==> src/rtl/mul_pkg.sv <==
// Shared definitions for the sequential Booth multiplier.
//   MUL_WIDTH   : default operand width (product is 2*MUL_WIDTH bits)
//   mul_state_t : controller states IDLE -> RUN -> DONE -> IDLE
//   booth_op_t  : per-step accumulator operation chosen by {Q[0],Q_-1}
//   booth_decode: maps the examined bit pair to a booth_op_t
package mul_pkg;

  localparam int MUL_WIDTH = 16;

  typedef enum logic [1:0] {
    IDLE = 2'd0,
    RUN  = 2'd1,
    DONE = 2'd2
  } mul_state_t;

  typedef enum logic [1:0] {
    BOOTH_NOP = 2'd0,
    BOOTH_ADD = 2'd1,
    BOOTH_SUB = 2'd2
  } booth_op_t;

  // {Q[0], Q_-1}: 10 starts a run of ones (subtract), 01 ends one (add).
  function automatic booth_op_t booth_decode(input logic [1:0] pair);
    booth_op_t op;
    case (pair)
      2'b10:   op = BOOTH_SUB;
      2'b01:   op = BOOTH_ADD;
      default: op = BOOTH_NOP;
    endcase
    return op;
  endfunction

endpackage

==> src/rtl/booth_step.sv <==
// One radix-2 Booth iteration, purely combinational.
// Ports:
//   a_i   [WIDTH:0]   accumulator A (one guard bit so the most-negative M is exact)
//   q_i   [WIDTH-1:0] multiplier / low product half Q
//   qm1_i             Q_-1 bit
//   m_i   [WIDTH:0]   sign-extended multiplicand M
//   a_o, q_o, qm1_o   next {A,Q,Q_-1} after add/sub and arithmetic right shift
module booth_step
  import mul_pkg::*;
#(
  parameter int WIDTH = MUL_WIDTH
) (
  input  logic [WIDTH:0]   a_i,
  input  logic [WIDTH-1:0] q_i,
  input  logic             qm1_i,
  input  logic [WIDTH:0]   m_i,
  output logic [WIDTH:0]   a_o,
  output logic [WIDTH-1:0] q_o,
  output logic             qm1_o
);

  logic [WIDTH:0] sum;

  always_comb begin
    sum = a_i;
    case (booth_decode({q_i[0], qm1_i}))
      BOOTH_ADD: sum = a_i + m_i;
      BOOTH_SUB: sum = a_i - m_i;
      default:   sum = a_i;
    endcase
  end

  // Arithmetic shift of {A,Q,Q_-1}: A's sign bit is replicated.
  assign a_o   = {sum[WIDTH], sum[WIDTH:1]};
  assign q_o   = {sum[0], q_i[WIDTH-1:1]};
  assign qm1_o = q_i[0];

endmodule

==> src/rtl/seq_multiplier.sv <==
// Multi-cycle signed WIDTH x WIDTH -> 2*WIDTH radix-2 Booth multiplier.
// Optional build macro: MUL_ZERO_BYPASS_EN (zero operand finishes in 2 cycles).
// Ports:
//   clk        system clock, rising edge
//   rst_n      synchronous active-low reset
//   start      request, sampled only in IDLE
//   mul1       signed multiplicand, captured on acceptance
//   mul2       signed multiplier, captured on acceptance
//   mulresult  signed product, updated only when leaving DONE (or cleared by reset)
//   busy       high in RUN and DONE
//   done       one-cycle pulse: mulresult is new
// Handshake: start is a request strobe acted on only when busy=0; while busy=1
// it is ignored and not queued. done pulses once per accepted request, in the
// cycle after DONE, and a new start can be accepted in that same cycle.
module seq_multiplier
  import mul_pkg::*;
#(
  parameter int WIDTH = MUL_WIDTH
) (
  input  logic                 clk,
  input  logic                 rst_n,
  input  logic                 start,
  input  logic [WIDTH-1:0]     mul1,
  input  logic [WIDTH-1:0]     mul2,
  output logic [2*WIDTH-1:0]   mulresult,
  output logic                 busy,
  output logic                 done
);

  localparam int CW = $clog2(WIDTH + 1);

  mul_state_t           state_q, state_d;
  logic [CW-1:0]        count_q, count_d;
  logic [WIDTH:0]       a_q, a_d;
  logic [WIDTH-1:0]     q_q, q_d;
  logic                 qm1_q, qm1_d;
  logic [WIDTH:0]       m_q, m_d;
  logic [2*WIDTH-1:0]   mulresult_q, mulresult_d;
  logic                 done_q, done_d;

  logic [WIDTH:0]       a_nx;
  logic [WIDTH-1:0]     q_nx;
  logic                 qm1_nx;

  booth_step #(.WIDTH(WIDTH)) u_step (
    .a_i   (a_q),
    .q_i   (q_q),
    .qm1_i (qm1_q),
    .m_i   (m_q),
    .a_o   (a_nx),
    .q_o   (q_nx),
    .qm1_o (qm1_nx)
  );

  always_comb begin
    state_d     = state_q;
    count_d     = count_q;
    a_d         = a_q;
    q_d         = q_q;
    qm1_d       = qm1_q;
    m_d         = m_q;
    mulresult_d = mulresult_q;
    done_d      = 1'b0;

    case (state_q)
      IDLE: begin
        if (start) begin
          a_d     = '0;
          qm1_d   = 1'b0;
          m_d     = {mul1[WIDTH-1], mul1};
          q_d     = mul2;
          count_d = CW'(WIDTH);
          state_d = RUN;
`ifdef MUL_ZERO_BYPASS_EN
          // Zero Q and M so {A,Q} already reads as the zero product.
          if ((mul1 == '0) || (mul2 == '0)) begin
            q_d     = '0;
            m_d     = '0;
            count_d = '0;
            state_d = DONE;
          end
`endif
        end
      end
      RUN: begin
        a_d     = a_nx;
        q_d     = q_nx;
        qm1_d   = qm1_nx;
        count_d = count_q - CW'(1);
        if (count_q == CW'(1)) state_d = DONE;
      end
      DONE: begin
        // A's guard bit equals A[WIDTH-1] for any in-range product.
        mulresult_d = {a_q[WIDTH-1:0], q_q};
        done_d      = 1'b1;
        state_d     = IDLE;
      end
      default: state_d = IDLE;
    endcase
  end

  always_ff @(posedge clk) begin
    if (!rst_n) begin
      state_q     <= IDLE;
      count_q     <= '0;
      a_q         <= '0;
      q_q         <= '0;
      qm1_q       <= 1'b0;
      m_q         <= '0;
      mulresult_q <= '0;
      done_q      <= 1'b0;
    end else begin
      state_q     <= state_d;
      count_q     <= count_d;
      a_q         <= a_d;
      q_q         <= q_d;
      qm1_q       <= qm1_d;
      m_q         <= m_d;
      mulresult_q <= mulresult_d;
      done_q      <= done_d;
    end
  end

  assign mulresult = mulresult_q;
  assign busy      = (state_q != IDLE);
  assign done      = done_q;

endmodule

==> config.mk <==
export PLATFORM = sky130hd
export DESIGN_NAME = seq_multiplier
export DESIGN_NICKNAME = d
export VERILOG_FILES = /design/src/rtl/mul_pkg.sv /design/src/rtl/booth_step.sv /design/src/rtl/seq_multiplier.sv
export SDC_FILE = /design/constraint.sdc
export NUM_CORES = 1
export LEC_CHECK = 0
export ABC_AREA = 1
export CAP_MARGIN = 20
export CORE_ASPECT_RATIO = 1.5
export CORE_MARGIN = 2
export CORE_UTILIZATION = 35
export CTS_CLUSTER_DIAMETER = 40
export DETAILED_ROUTE_END_ITERATION = 16
export GPL_ROUTABILITY_DRIVEN = 1
export PLACE_DENSITY_LB_ADDON = 0.3
export SETUP_SLACK_MARGIN = 0.5
export SYNTH_ARGS = -nofsm -noshare
export SYNTH_HDL_FRONTEND = slang
export SYNTH_SLANG_ARGS = --single-unit
==> constraint.sdc <==
create_clock -name clk -period 2.9 [get_ports clk]
set_clock_uncertainty 0.15 [all_clocks]
set_input_delay 0.725 -clock clk [delete_from_list [all_inputs] [get_ports clk]]
set_output_delay 0.725 -clock clk [all_outputs]
set_load 0.05 [all_outputs]
Word level (Yosys, flattened, before mapping)
Cells that the tools add are included.
{ "word_totals": {"input_bits": 35, "register_bits": 90} }
{ "op_classes": {"n_reduce_logical": 6, "mux": 14, "addsub": 3, "eq_ne": 9} }
{ "ops": {"columns": ["op", "count"], "rows": [
  ["17-bit one-hot mux with 2 select lines", 2],
  ["16-bit one-hot mux with 2 select lines", 1],
  ["17-bit adder", 1],
  ["17-bit two-way mux", 1],
  ["17-bit subtractor", 1],
  ["16-bit two-way mux", 1],
  ["5-bit one-hot mux with 2 select lines", 1],
  ["2-bit one-hot mux with 2 select lines", 2],
  ["2-bit by 1-bit == test with 1-bit output, second input constant", 3],
  ["2-bit == test, second input constant", 3],
  ["2-bit AND reduction", 3],
  ["5-bit by 1-bit == test with 1-bit output, second input constant", 1],
  ["5-bit two-way mux", 1],
  ["5-bit by 1-bit subtractor with 5-bit output, second input constant", 1],
  ["2-bit two-way mux", 2],
  ["2-bit != test, second input constant", 2],
  ["2-bit nonzero test", 2],
  ["2-bit zero test", 1],
  ["1-bit two-way mux", 2],
  ["1-bit one-hot mux with 2 select lines", 1]
]} }

Depth between registers and ports, before layout
{ "logic_depth": {"depth_word": 5, "depth_mapped": 21, "depth_no_buf": 21} }

Cells and area by module
A second synthesis with hierarchy kept.
{ "unflattened": {"hier_cells": 780, "area_unflattened_um2": 5121.2} }
{ "modules_own_cells": {"columns": ["mod", "instances", "cells_each", "seq_area_each_um2", "area_per_inst_um2"], "rows": [
  ["seq_multiplier", 1, 478, 1801.7, 3438.3],
  ["booth_step", 1, 302, 0.0, 1682.9]
]} }

Worst setup path after synthesis
Ideal clock, no wire load.
{ "synth_path": {"kind": "register -> register", "start": "register qm1_q", "end": "register a_q[14]", "required_time_ns": 2.631, "path_stages_with_launch": 20, "setup_slack_ns": 0.394, "t_arrival_ns": 2.237, "synth_period_minus_slack_ns": 2.506, "path_cell_list": "dfxtp_1 > inv_1 > ha_1 > inv_1 > nand2_1 > o21a_1 > nand2_1 > nor2_2 > o211ai_1 > nand2_1 > inv_1 > ha_1 > inv_1 > nor3_1 > and2_1 > nand2_1 > nand2_1 > nand2_1 > nand3_1 > a21oi_1"} }
{ "synth_via": {"elab_chain_cells": 5, "word_cells_on_any_way": 7} }
{ "synth_lines": {"columns": ["item", "line", "source"], "rows": [
  ["start, declared", "seq_multiplier.sv:36", "logic qm1_q, qm1_d;"],
  ["start signal, assigned", "seq_multiplier.sv:117", "qm1_q <= qm1_d;"],
  ["2-bit by 1-bit == test with 1-bit output / 2-bit == test (equally long branches)", "mul_pkg.sv:25", "case (pair)"],
  ["2-bit one-hot mux with 2 select lines *", "mul_pkg.sv:25", null],
  ["2-bit == test / 2-bit by 1-bit == test with 1-bit output (equally long branches)", "booth_step.sv:26", "case (booth_decode({q_i[0], qm1_i}))"],
  ["17-bit one-hot mux with 2 select lines *", "booth_step.sv:26", null],
  ["17-bit one-hot mux with 2 select lines *", "seq_multiplier.sv:65", "case (state_q)"],
  ["end signal, assigned", "seq_multiplier.sv:106", "a_q <= '0;"],
  ["end signal, assigned", "seq_multiplier.sv:115", "a_q <= a_d;"],
  ["end, declared", "seq_multiplier.sv:34", "logic [WIDTH:0] a_q, a_d;"]
]} }
Mark *: on every way between the ends. The rest lies on a longest branch, timed or not.
A chain may end at the register's enable or synchronous reset.

Worst setup path in the final report
{ "layout_path": {"start": "register qm1_q", "end": "register a_q[13]"} }
The elaborated chain is that of the path after synthesis.

==> results.cfg <==
[placed_design]
place_hpwl_mm = 9.681
dp_cells = 900
gp_congestion = 0.9127
io_buffers = 68

[global_route]
grt_pass1_wl_mm = 22.20
grt_usage = 0.1895
grt_max_degree = 46
gr-total-overflow = 0
grt_pass1_vias = 4671
antenna_found_initial = 0

[clock_tree]
cts.sinks = 89
cts_max_level = 3
clk_latency_ps = 350
cts_made_buffers = 9
cts_buffer_depth = 2
root_buffer = clkbuf_16
clkTransAtPathRegs_ps = 70
cts_tree = done

[timing]
slew_headroom = 0.6433
grt_setup_unrepaired = true
hold_viol = 0
fin_crit_sh = 0.9554
fmax_mhz = 360.9
finalSetupViolations = 0
period_needed_ps = 2771
finalMaxSlewViolations = 0
finalSetupTns_ps = 0
worst_pin_slew_ps = 534.2

[final_layout]
fin_nets = 818
drive_above_1_share = 0.2138
final_cells = 929
num_antenna_cells = 0
fillers = 1278
layout_common_cells = 111 x nand2_1, 94 x nor2_1, 85 x dfxtp_1, 66 x o21ai_0, 57 x inv_1
synthToLayoutAreaGrowth_pct = 38.90
final_common_cell = nand2_1
final_util = 0.4920

[critical_path]
regToRegSetupSlack_ps = 130
cp-endpoint = a_q[13]$_SDFFE_PN0P_
worstPathRequired_ps = 3030
critPathMaxFanout = 6
reg2reg_depth = 16
start_kind = flip-flop
critical_path_class = reg2reg
reg2reg_from = qm1_q$_SDFFE_PN0P_
r2r_end = a_q[13]$_SDFFE_PN0P_
startpoint = qm1_q$_SDFFE_PN0P_
end_kind = flip-flop
critical_path_arrival_ps = 2900

[synthesis]
synth_edf_count = 0
synthCells = 686
async_flop_share = 0
syn_area_um2 = 4725
synth_compound_area_frac = 0.1833
synth-simple-area-share = 0.2548
muxShareOfSynthArea = 0
ys_seq_area_frac = 0.3771
synth-xor-area-share = 0.03522
mappedNetlistNets = 742
synth_top_family_by_area = simple AND/OR/NAND/NOR gates
synthDistinctLibCells = 37
ys_seq_elements = 89
syn_avg_cell_area_um2 = 6.887
yosys.area_share.adder = 0.05720
synth_ff_type = dfxtp_1
synth_warnings = 0

[floorplanning]
die_area_um2 = 14460
start_util = 0.3542
die_w_um = 98.87
ios = 69
core_region_area_um2 = 13340
rows = 52
die_y_um = 146.3

[outcome]
outcome = complete, no violations

[route]
vias = 4717
route.detailed.drc = 0
drt-total-wl_mm = 14.07
drt_iter0_drc = 218
drtPass1Iterations = 4
ant_nets = 0
drt-wirelength-per-cell_um = 15.15
vias_per_cell = 5.078

[pwr]
p_per_area_nw_per_um2 = 614.9
ir_drop_mv = 0.3756
power_uw = 4036
power_leakage_uw = 0.003029

[run]
maxCapViolCount = 0

[hold_path]
hold_path_class = reg2reg
hold-path-cell-count = 1
==> cells by family (layout without fill, tap and decap cells) <==
kind of cell    after synthesis  count (layout)
fa+ha+maj                    21              21
xor+xnor                     19              19
buf+inv                     107             188
compound gates              161             161
simple gates                289             289
flops                        89              89
==> critical path: stages, from the launching register on <==
cell     delay (ps)
dfxtp_2         320
inv_2            40
ha_4            180
buf_6           130
o21a_1          200
nand2_2         120
nor2_4           60
buf_6           120
xor2_4          160
ha_4            340
nand2_4          70
buf_4           140
nor3_1          220
nand2_1         110
nand3_1          80
nand3_1         110
a21oi_2         140
==> synth_stat cells, types with 2 or more instances <==
library cell / instances / share of area
nor2_1: 101 / 0.080
a21oi_1: 64 / 0.068
nand2_2: 2 / 0.0026
clkbuf_1: 11 / 0.0087
dfxtp_1: 89 / 0.38
inv_1: 73 / 0.058
or2_2: 2 / 0.0026
xnor2_1: 7 / 0.013
nand3b_1: 4 / 0.0064
o21bai_1: 2 / 0.0032
o21ai_0: 71 / 0.075
a221oi_1: 3 / 0.0056
o32ai_1: 2 / 0.0037
xor2_1: 12 / 0.022
inv_2: 4 / 0.0032
a22oi_1: 2 / 0.0032
ha_1: 20 / 0.053
a31oi_1: 12 / 0.016
nor2_4: 4 / 0.0095
nand3_1: 25 / 0.026
nor3_1: 5 / 0.0053
nand2_1: 142 / 0.11
buf_4: 3 / 0.0048
buf_2: 13 / 0.014
==> where the power goes <==
part | switching [µW] | total (µW) | internal, µW | leakage (µW)
registers | 84.1 | 1390 | 1300 | 0.000729
logic | 790 | 1350 | 563 | 0.00214
clock network | 535 | 1300 | 763 | 0.000156
total | 1410 | 4040 | 2630 | 0.00303
==> what timing repair did <==
action                     CTS  global route
setup endpoints to repair   14            23
hold buffers                 0             0
setup buffers                6             7
resized for setup           54            89
pin swaps                   34            63
==> how the worst min path moves through the flow <==
stage                                        from                        end
after global routing          q_q[4]$_SDFFE_PN0P_        q_q[4]$_SDFFE_PN0P_
after global placement    count_q[4]$_SDFFE_PN0P_    count_q[4]$_SDFFE_PN0P_
after detailed placement  count_q[4]$_SDFFE_PN0P_    count_q[4]$_SDFFE_PN0P_
after CTS                     q_q[9]$_SDFFE_PN0P_  mulresult[9]$_SDFFE_PN0P_
final                     count_q[4]$_SDFFE_PN0P_    count_q[4]$_SDFFE_PN0P_
after floorplan               q_q[2]$_SDFFE_PN0P_  mulresult[2]$_SDFFE_PN0P_
==> flip-flops by register name (all words and copies together) (netlist names) <==
name / count
a_q: 16
count_q: 5
done: 1
m_q: 16
mulresult: 32
q_q: 16
qm1_q: 1
state_q: 2
==> per-stage QoR <==
stage,hold WS (ps),cell area (µm²),setup slack [ps]
5_1_grt,345.3,6563,18.64
6_report,321.5,6563,129.2
4_1_cts,323.8,6176,284.3
3_5_place_dp,311.6,5599,60.51
3_3_place_gp,304.9,5599,54.73
2_1_floorplan,294.5,4767,485.2
==> metal layers <==
layer | track usage | up-vias | routed length [µm]
met5 | 0 | - | 0
met4 | 0.08356 | 0 | 589
met3 | 0.02920 | 29 | 475
met2 | 0.3682 | 106 | 7724
met1 | 0.1938 | 2220 | 5281
li1 | - | 2362 | -
==> area by class of cell <==
cell class	count	area (µm²)	area share
Clock inverter	7	102.6	0.01563
Tap cell	162	202.7	0.03089
Sequential cell	89	1787	0.2723
Clock buffer	9	225.2	0.03432
Inverter	78	302.8	0.04614
Multi-Input combinational cell	490	3023	0.4606
Timing Repair Buffer	94	919.6	0.1401
(Power assumes the default switching activity.)
